**config.mk**
```make
export PLATFORM = sky130hd
export DESIGN_NAME = serial_frame_rx
export DESIGN_NICKNAME = d
export VERILOG_FILES = /design/src/rtl/serial_frame_rx.sv
export SDC_FILE = /design/constraint.sdc
export NUM_CORES = 1
export LEC_CHECK = 0
export CAP_MARGIN = 20
export CORE_MARGIN = 3
export CORE_UTILIZATION = 48
export CTS_CLUSTER_DIAMETER = 30
export CTS_CLUSTER_SIZE = 14
export DETAILED_ROUTE_END_ITERATION = 10
export PLACE_DENSITY = 0.75
export SLEW_MARGIN = 30
export SYNTH_ARGS = -nofsm -noshare
export SYNTH_HDL_FRONTEND = slang
export SYNTH_SLANG_ARGS = --single-unit
```
**constraint.sdc**
```tcl
create_clock -name clk_i -period 1.45 [get_ports clk_i]
set_clock_uncertainty 0.05 [all_clocks]
set_input_delay 0.29 -clock clk_i [delete_from_list [all_inputs] [get_ports clk_i]]
set_output_delay 0.29 -clock clk_i [all_outputs]
set_load 0.02 [all_outputs]
```
**src/rtl/serial_frame_rx.sv**
```systemverilog
`default_nettype none
// ============================================================================
// Module   : serial_frame_rx
// Brief    : Start/stop framed, strobe-qualified serial receiver with a
//            single-entry valid/ready holding buffer and error pulses.
// Revision : 1.0 - initial release
// ============================================================================
module serial_frame_rx #(
    parameter int WIDTH     = 4,
    parameter bit LSB_FIRST = 1'b1
) (
    input  logic             clk_i,
    input  logic             rst_i,
    input  logic             ser_i,
    input  logic             ser_en_i,
    output logic [WIDTH-1:0] data_o,
    output logic             valid_o,
    input  logic             ready_i,
    output logic             busy_o,
    output logic             overrun_o,
    output logic             frame_err_o
);

    localparam int CNT_W = $clog2(WIDTH);
    localparam logic [CNT_W-1:0] c_cnt_last = CNT_W'(WIDTH - 1);

    localparam logic [1:0] S_IDLE = 2'd0;
    localparam logic [1:0] S_DATA = 2'd1;
    localparam logic [1:0] S_STOP = 2'd2;

    logic [1:0]       r_state;
    logic [1:0]       w_state_next;
    logic [CNT_W-1:0] r_cnt;
    logic [WIDTH-1:0] r_shift;
    logic [WIDTH-1:0] w_shift_next;
    logic             r_wait_high;
    logic             w_start;
    logic             w_shift;
    logic             w_load;
    logic             w_overrun;
    logic             w_ferr;

    generate
        if (LSB_FIRST) begin : g_lsb_first
            assign w_shift_next = {ser_i, r_shift[WIDTH-1:1]};
        end else begin : g_msb_first
            assign w_shift_next = {r_shift[WIDTH-2:0], ser_i};
        end
    endgenerate

    always_ff @(posedge clk_i or negedge rst_i) begin
        if (!rst_i) begin
            r_state <= S_IDLE;
        end else begin
            r_state <= w_state_next;
        end
    end

    always_comb begin
        w_state_next = r_state;
        case (r_state)
            S_IDLE: if (ser_en_i && !ser_i && !r_wait_high) w_state_next = S_DATA;
            S_DATA: if (ser_en_i && (r_cnt == c_cnt_last)) w_state_next = S_STOP;
            S_STOP: if (ser_en_i) w_state_next = S_IDLE;
            default: w_state_next = S_IDLE;
        endcase
    end

    // A good stop bit loads only if the buffer is empty or being drained this edge.
    always_comb begin
        busy_o    = (r_state != S_IDLE);
        w_start   = (r_state == S_IDLE) && ser_en_i && !ser_i && !r_wait_high;
        w_shift   = (r_state == S_DATA) && ser_en_i;
        w_load    = (r_state == S_STOP) && ser_en_i && ser_i && (!valid_o || ready_i);
        w_overrun = (r_state == S_STOP) && ser_en_i && ser_i && valid_o && !ready_i;
        w_ferr    = (r_state == S_STOP) && ser_en_i && !ser_i;
    end

    always_ff @(posedge clk_i or negedge rst_i) begin
        if (!rst_i) begin
            r_cnt       <= '0;
            r_shift     <= '0;
            r_wait_high <= 1'b0;
            data_o      <= '0;
            valid_o     <= 1'b0;
            overrun_o   <= 1'b0;
            frame_err_o <= 1'b0;
        end else begin
            if (w_start) begin
                r_cnt <= '0;
            end else if (w_shift) begin
                r_cnt <= r_cnt + CNT_W'(1);
            end
            if (w_shift) begin
                r_shift <= w_shift_next;
            end
            // After a bad stop bit the line must be seen high before a new start.
            if (w_ferr) begin
                r_wait_high <= 1'b1;
            end else if ((r_state == S_IDLE) && ser_en_i && ser_i) begin
                r_wait_high <= 1'b0;
            end
            if (w_load) begin
                data_o <= r_shift;
            end
            valid_o     <= w_load || (valid_o && !ready_i);
            overrun_o   <= w_overrun;
            frame_err_o <= w_ferr;
        end
    end

endmodule
`default_nettype wire

```
; ---- Yosys cells after proc, flatten, opt, wreduce, memory -nomap -nowiden
; Index checks and enable logic that the tools add are counted.
[totals]
out_inout_bits = 8
regBits = 16
wordCells = 49
in_bits = 5
[classes]
n_mux = 8
reduce_logical = 26
n_eq_ne = 6
addsub = 1
[ops]
columns = op, n
row1 = $logic_and A1 B1 Y1, 15
row2 = $mux W2, 5
row3 = $ne A2 B2 Y1 const B, 3
row4 = $pmux W2 S3, 1
row5 = $reduce_bool A2 Y1, 3
row6 = $eq A2 B2 Y1 const B, 2
row7 = $logic_not A1 Y1, 4
row8 = $reduce_and A3 Y1, 1
row9 = $add A2 B1 Y2 const B, 1
row10 = $eq A2 B1 Y1 const B, 1
row11 = $logic_not A2 Y1, 1
row12 = $logic_or A1 B1 Y1, 2
row13 = $mux W1, 2

; ---- Longest topological paths before layout
; Gate-level depths: netlist of run 1.
[depth]
word_depth = 5
mapped_depth = 3
ltp_nobuf = 3

; ---- Worst setup path before layout of run 1
; Ideal clock, no wire load.
[synth_path]
path_kind = reg2reg
startpoint = register r_state[0]
endpoint = register data_o[0]
setup_time_ns = 0.125
path_buffers = 0
path_stages_with_launch = 4
setup_slack_ns = 0.181
arrival_time_ns = 1.094
synth_period_minus_slack_ns = 1.269
t_required_ns = 1.275
path_cell_list = dfrtp_1 nand4b_4 nor2b_4 mux2_2
[synth_between]
elab_chain_len = 4
[synth_lines]
columns = element, line
row1 = from (decl), 31  ; logic [1:0] r_state;
row2 = from (signal assigned), 55  ; r_state <= w_state_next;
row3 = $eq A2 B2 Y1, 74  ; w_load = (r_state == S_STOP) && ser_en_i && ser_i && (!valid_o || ready_i);
row4 = $logic_and A1 B1 Y1 (3 in a row), 74
row5 = to (signal assigned), 104  ; data_o <= r_shift;
row6 = to (decl), 16  ; output logic [WIDTH-1:0] data_o,
; No other way between the ends.
; A chain may end at the register's enable or synchronous reset.

; ---- Worst setup path in the final report of run 1
[layout_path]
startpoint = input ser_i
endpoint = register data_o[2]
[layout_between]
elab_chain_len = 2
[layout_lines]
columns = element, line
row1 = from (decl), 14  ; input logic ser_i,
row2 = $logic_and A1 B1 Y1 (2 in a row), 74
; No other way between the ends.

==> results.md, run 1 <==
- flip-flop — critical path capture point type
- 0.556 — initial cell density of the core
- 12 — number of cell rows
- 0.459 — Flop pwr share
- 0 — number of routed nets with antenna violations
- 88 — fillers
- 481 um — metal1 wirelength
- 0.05 ns — reg2reg setup slack
- 800 um — Post-DP HPWL
- 0.28 ns — clock latency at the later pin of the worst-skew pair
- 48 — Synth Instances
- false — setup repair after global routing missed its margin
- 43.5 um — Die Span Y
- built — TritonCTS clock tree
- clkdlybuf4s50_1, nand4b_4, nor2b_4, mux2_2 — CP cell instances
- 18 — count of different cell masters after synthesis
- 432 — via count of the first global-routing pass
- 0.149 — fraction of power consumed by the clock network
- 431 — via count
- met4 — highest signal layer in the routed design
- sky130_fd_sc_hd__dfrtp_1 — commonest non-fill, non-tap cell in the layout
- 0.00102 W — P_int
- 0 — number of antenna violations at the first check in global routing
- 53 um — wire length on met3
- data_o[2] — critical register-to-register path endpoint
- 0.08 ns — clock-pin transition on the worst setup and hold timing paths
- 1.53 ns — Worst Path Arrival
- 1060 um — total wirelength of the detailed-routed design
- 32.2% — area added between synthesis and finish
- 3 — cts bufs inserted
- 0 ns — Fin Setup TNS
- 54 — Synth Net Count
- sky130_fd_sc_hd__clkdlybuf4s50_1 — slowest stage cell, crit path
- 0.701 — routability cong.
- 0.135 — GRT Resource Usage Total
- 1880 um — first-pass GRT wire length
- 1.57 ns — CP Data Required Time
- input pin — kind of start point of the critical path
- 0 — reported max-cap violation count
- 13 — Top Ports
- 709 MHz — achievable frequency
- 16 — Clock Sink Count
- 0.392 — share of total power in combinational logic
- 0 — final count of hold timing violations
- 0.249 ns — actual slew at the worst max-slew pin
- 85 — Final Instance Count excl. Fillers
- 0.485 nW — leakage
- 5.07 — Via density
- 1220 um2 — floorplan core area
- 506 um — routed length on met2
- 0.000462 W — sw power
- 0.593 — sequential cell area fraction in the yosys report
- 1.41 ns — post-layout minimum cycle time
- 82 — instance count after placement with tap cells included
- 0 — setup repair bufs after CTS
- 12.4 um — wire length per cell
- input pin to flip-flop — Crit Path Class
- 17 — pin count of the biggest net entering global routing
- 1 — H-tree depth
- 79 — number of nets in the finished design
- 0 — number of max-slew violations in the final report
- r_state[0] — launch point of the worst reg-to-reg path
- 0.366 — fraction of layout cells with a size suffix above 1
- 0.00148 W — PnR Total Power
- 12 — count of buffers from port buffering
- 4 — maximum fanout count along the critical path
- 0 — final setup fails
- 0.735 — fin util
- sky130_fd_sc_hd__clkbuf_4 — root buffer cell
- 1660 nW/um2 — PwrDens
- input pin to async pin — worst min-delay path class
- sky130_fd_sc_hd__dfrtp_1, sky130_fd_sc_hd__mux2_2, sky130_fd_sc_hd__buf_4, sky130_fd_sc_hd__dlygate4sd2_1 — commonest non-fill, non-tap cells in the layout
- 0.57 ns — slowest cell delay on critical path
- finished clean — result of the run
- 0 — sum of overflow across all layers after global routing
- 0 — DRC violation count after routing
- 0.972 — final period utilization
- 0.0399 ns — final setup slack of the worst path
- 43.5 um — x dimension of the die
- 676 um2 — netlist area before placement
- 16 — flip-flop and latch count after synthesis
- 1890 um2 — die footprint
- 2 — number of detailed-route iterations in the first pass
- 0 — antenna cell count
- 2 — number of buffers on the longest clock path
- 4 — path depth of the worst reg2reg path
- 0 — warning count from the yosys run
- -0.244 ns — minimum setup slack after placement
- 0.312 — fraction of power spent switching nets
- 1.15 mV — IR Drop Worst-Case VDD
- 2 — Iter 0 DRT Violations
- 0 — cts hold-fix bufs
- 14.1 um2 — Synth Area per Inst
- 0.833 — Worst slew margin
## sequential cells by signal, summed over array words and instances, names as in the netlist
register	count
frame_err_o	1
r_state	2
r_cnt	2
data_o	4
r_shift	4
overrun_o	1
r_wait_high	1
valid_o	1
## worst max-delay path by stage
stage | endpoint | slack, ns | cells after the start | start
2_1_floorplan | data_o[0] | 0.18 | 3 | r_state[0]
3_3_place_gp | data_o[3] | -0.23 | 4 | ser_i
3_5_place_dp | data_o[2] | -0.24 | 4 | ser_i
4_1_cts | busy_o | -0.02 | 2 | r_state[1]
5_1_grt | data_o[2] | 0.02 | 4 | r_state[0]
6_report | data_o[2] | 0.04 | 4 | ser_i
## logic make-up after synthesis
logic type,synth area share
XOR/XNOR,0.0130
adder cells (fa/ha/maj),0.0185
flip-flops,0.593
multiplexers,0.148
AND/OR/NAND/NOR,0.187
AO/OA/AOI/OAI,0.0407
## routing by layer
metal  global-route usage  vias to the layer above
met4               0.0723                        0
li1                     -                      213
met2                0.212                       10
met1                0.173                      206
met3               0.0290                        2
met5                    0                        -
## critical path, delay by kind of cell
family / cells / cell delay (ns)
multiplexers: 1 / 0.35
AND/OR/NAND/NOR: 2 / 0.31
buffers and inverters: 1 / 0.57
## Yosys cell counts
cell,number,area (um2)
sky130_fd_sc_hd__a21oi_1,1,5.00
sky130_fd_sc_hd__nand2_1,2,7.51
sky130_fd_sc_hd__nand2b_1,4,25.0
sky130_fd_sc_hd__nor2b_4,1,13.8
sky130_fd_sc_hd__mux2_2,8,90.1
sky130_fd_sc_hd__nand3b_1,1,7.51
sky130_fd_sc_hd__dfrtp_1,16,400
sky130_fd_sc_hd__nor3_2,1,10.0
sky130_fd_sc_hd__or2_2,2,12.5
sky130_fd_sc_hd__nand3b_2,1,11.3
sky130_fd_sc_hd__a22o_1,1,8.76
sky130_fd_sc_hd__o22ai_1,1,6.26
sky130_fd_sc_hd__xor2_1,1,8.76
sky130_fd_sc_hd__mux2i_1,1,10.0
sky130_fd_sc_hd__o21bai_1,1,7.51
sky130_fd_sc_hd__nand4b_4,1,23.8
sky130_fd_sc_hd__ha_1,1,12.5
sky130_fd_sc_hd__nor2_1,4,15.0
## layout make-up
type / count / area (um2) / area share
Clock buffer: 3 / 22.5 / 0.0252
Multi-Input combinational cell: 32 / 278 / 0.311
Sequential cell: 16 / 400 / 0.448
Tap cell: 14 / 17.5 / 0.0196
Timing Repair Buffer: 20 / 175 / 0.196
## power by group through the flow
stage,Sequential (W),Combinational [W],Clock [W]
after detailed placement,0.000687,0.000590,0
after floorplan,0.000719,0.000317,0
final,0.000679,0.000580,0.000220
after global placement,0.000683,0.000580,0
after global routing,0.000698,0.000644,0.000246
after CTS,0.000677,0.000557,0.000231
## through the flow
stage | hold WS, ns | instance area (um2)
final | 0.275 | 893
after global placement | 0.447 | 873
after floorplan | -0.0556 | 676
after CTS | 0.281 | 882
after detailed placement | 0.450 | 873
after global routing | 0.288 | 893
## timing repair
item                                   in CTS  in global routing
gates resized for setup                    11                  4
setup endpoints to repair                   8                  3
endpoints found under the hold margin       0                  0
pin swaps                                   0                  0
(Power assumes the default switching activity.)
==> run 2, diff against run 1 <==
CORE_AREA = 2 2 39 41   (was default)
CORE_MARGIN = default   (was 3)
CORE_UTILIZATION = default   (was 48)
DIE_AREA = 0 0 41 43   (was default)
DONT_BUFFER_PORTS = 1   (was default)
PLACE_DENSITY = 0.66   (was 0.75)
==> results.md, run 2 (synthesized netlist as in run 1, its figures left out) <==
- finished clean — result of the run
- 3 — path depth of the worst reg2reg path
- 0.955 — final period utilization
- data_o[2] — critical register-to-register path endpoint
- 0.488 — initial cell density of the core
- 13 — Top Ports
- 0.09 ns — reg2reg setup slack
- 1.38 ns — post-layout minimum cycle time
- flip-flop — kind of start point of the critical path
- 43 um — Die Span Y
- 14 — number of cell rows
- 1010 um — total wirelength of the detailed-routed design
- 0 — reported max-cap violation count
- 0.701 ns — actual slew at the worst max-slew pin
- 1 — Iter 0 DRT Violations
- 0.707 — routability cong.
- 41 um — x dimension of the die
- 61 — number of nets in the finished design
- 0.0541 ns — final hold slack
- 0.09 ns — clock-pin transition on the worst setup and hold timing paths
- 0.531 — Worst slew margin
- 0 — DRC violation count after routing
- 0 — number of routed nets with antenna violations
- 1380 um2 — floorplan core area
- 0.0651 ns — final setup slack of the worst path
- 0 — sum of overflow across all layers after global routing
- or2_4 — CP cell instances
- 0.152 — GRT Resource Usage Total
- input pin to flip-flop — worst min-delay path class
- 1.04 ns — Worst Path Arrival
- sky130_fd_sc_hd__dfrtp_1 — commonest non-fill, non-tap cell in the layout
- 69 — Final Instance Count excl. Fillers
- 0 — final count of hold timing violations
- 1820 nW/um2 — PwrDens
- 0.369 nW — leakage
- 0 — number of max-slew violations in the final report
- 65 — instance count after placement with tap cells included
- 0.46 ns — slowest cell delay on critical path
- 0.358 — fraction of layout cells with a size suffix above 1
- r_state[0] — launch point of the worst reg-to-reg path
- busy_o — critical path capture point
- 6 — maximum fanout count along the critical path
- 0 — antenna cell count
- 14.6 um — wire length per cell
- 404 — via count of the first global-routing pass
- primary output — critical path capture point type
- 0.784 mV — IR Drop Worst-Case VDD
- 4 — number of detailed-route iterations in the first pass
- 1 — H-tree depth
- 1 — Hold Crit Depth
- 0 — final setup fails
- 785 um — Post-DP HPWL
- data_o x4, r_shift x4 — largest registers
- 3 — cts bufs inserted
- 1 — cell depth of the worst setup path
- 0 ns — Fin Setup TNS
- 16 — Clock Sink Count
- 1.11 ns — CP Data Required Time
- 1680 um — first-pass GRT wire length
- sky130_fd_sc_hd__dfrtp_1, sky130_fd_sc_hd__mux2_2, sky130_fd_sc_hd__nand2b_1, sky130_fd_sc_hd__nor2_1, sky130_fd_sc_hd__clkbuf_4 — commonest non-fill, non-tap cells in the layout
- 0.28 ns — clock latency at the later pin of the worst-skew pair
- 2 — number of buffers on the longest clock path
- sky130_fd_sc_hd__clkbuf_4 — root buffer cell
- 5.52 — Via density
- flip-flop to primary output — Crit Path Class
- 722 MHz — achievable frequency
- 381 — via count
- built — TritonCTS clock tree
- false — setup repair after global routing missed its margin
- 0.0781 ns — minimum setup slack after placement
- 0 — count of buffering cells on the critical path with inverters included
- 0 — number of antenna violations at the first check in global routing
- 17 — pin count of the biggest net entering global routing
- 1760 um2 — die footprint
- 0 — count of buffers from port buffering
- 0.534 — fin util
- sky130_fd_sc_hd__dfrtp_2 — slowest stage cell, crit path
- 9.44% — area added between synthesis and finish
- flip-flops — family of cells with the greatest summed delay on the critical path
- 0 — setup repair bufs after CTS
- r_state[1] — Crit. Startpoint
[run 2: where the power goes]
group / internal, W / total, W / switching (W)
sequential: 0.000593 / 0.000741 / 0.000149
clock: 0.0000962 / 0.000220 / 0.000124
combinational: 0.000222 / 0.000386 / 0.000164
total: 0.000911 / 0.00135 / 0.000436
[run 2: repair_timing]
action | 4_1_cts | 5_1_grt
gates resized for setup | 1 | 1
endpoints found under the hold margin | 16 | 0
hold buffers | 1 | 0
endpoints found under the setup margin | 1 | 1
[run 2: metal layers]
layer  track usage  share of wire  vias to the layer above
met5             0              0                        -
met4         0.120          0.013                        0
met3        0.0681          0.070                        2
met2         0.225           0.52                       11
met1         0.156           0.39                      190
li1              -              -                      178
[run 2: cell type report]
| cell class | count | area (um2) |
|---|---|---|
| multi-input combinational | 32 | 278 |
| sequential | 16 | 402 |
| clock buffer | 3 | 22.5 |
| fill | 114 | 644 |
| timing repair buffer | 2 | 17.5 |
| tap | 16 | 20.0 |
[run 2: worst min-delay path by stage]
stage / startpoint / end / slack, ns
floorplan: rst_i / data_o[0] / -0.06
global placement: rst_i / data_o[2] / -0.06
detailed placement: rst_i / data_o[1] / -0.06
CTS: ser_en_i / r_state[1] / 0.05
global route: ser_en_i / r_state[1] / 0.05
finish: ser_en_i / r_state[1] / 0.05
[run 2: per-stage QoR]
stage / instance area [um2] / total power (W)
after floorplan: 676 / 0.00104
after global placement: 703 / 0.00108
after detailed placement: 703 / 0.00113
after CTS: 738 / 0.00137
after global routing: 739 / 0.00145
final: 739 / 0.00135
[run 2: worst register-to-register path: stages (launching register included)]
cell,delay (ns)
sky130_fd_sc_hd__dfrtp_1,0.45
sky130_fd_sc_hd__nand4b_4,0.22
sky130_fd_sc_hd__nor2b_4,0.17
sky130_fd_sc_hd__mux2_2,0.35
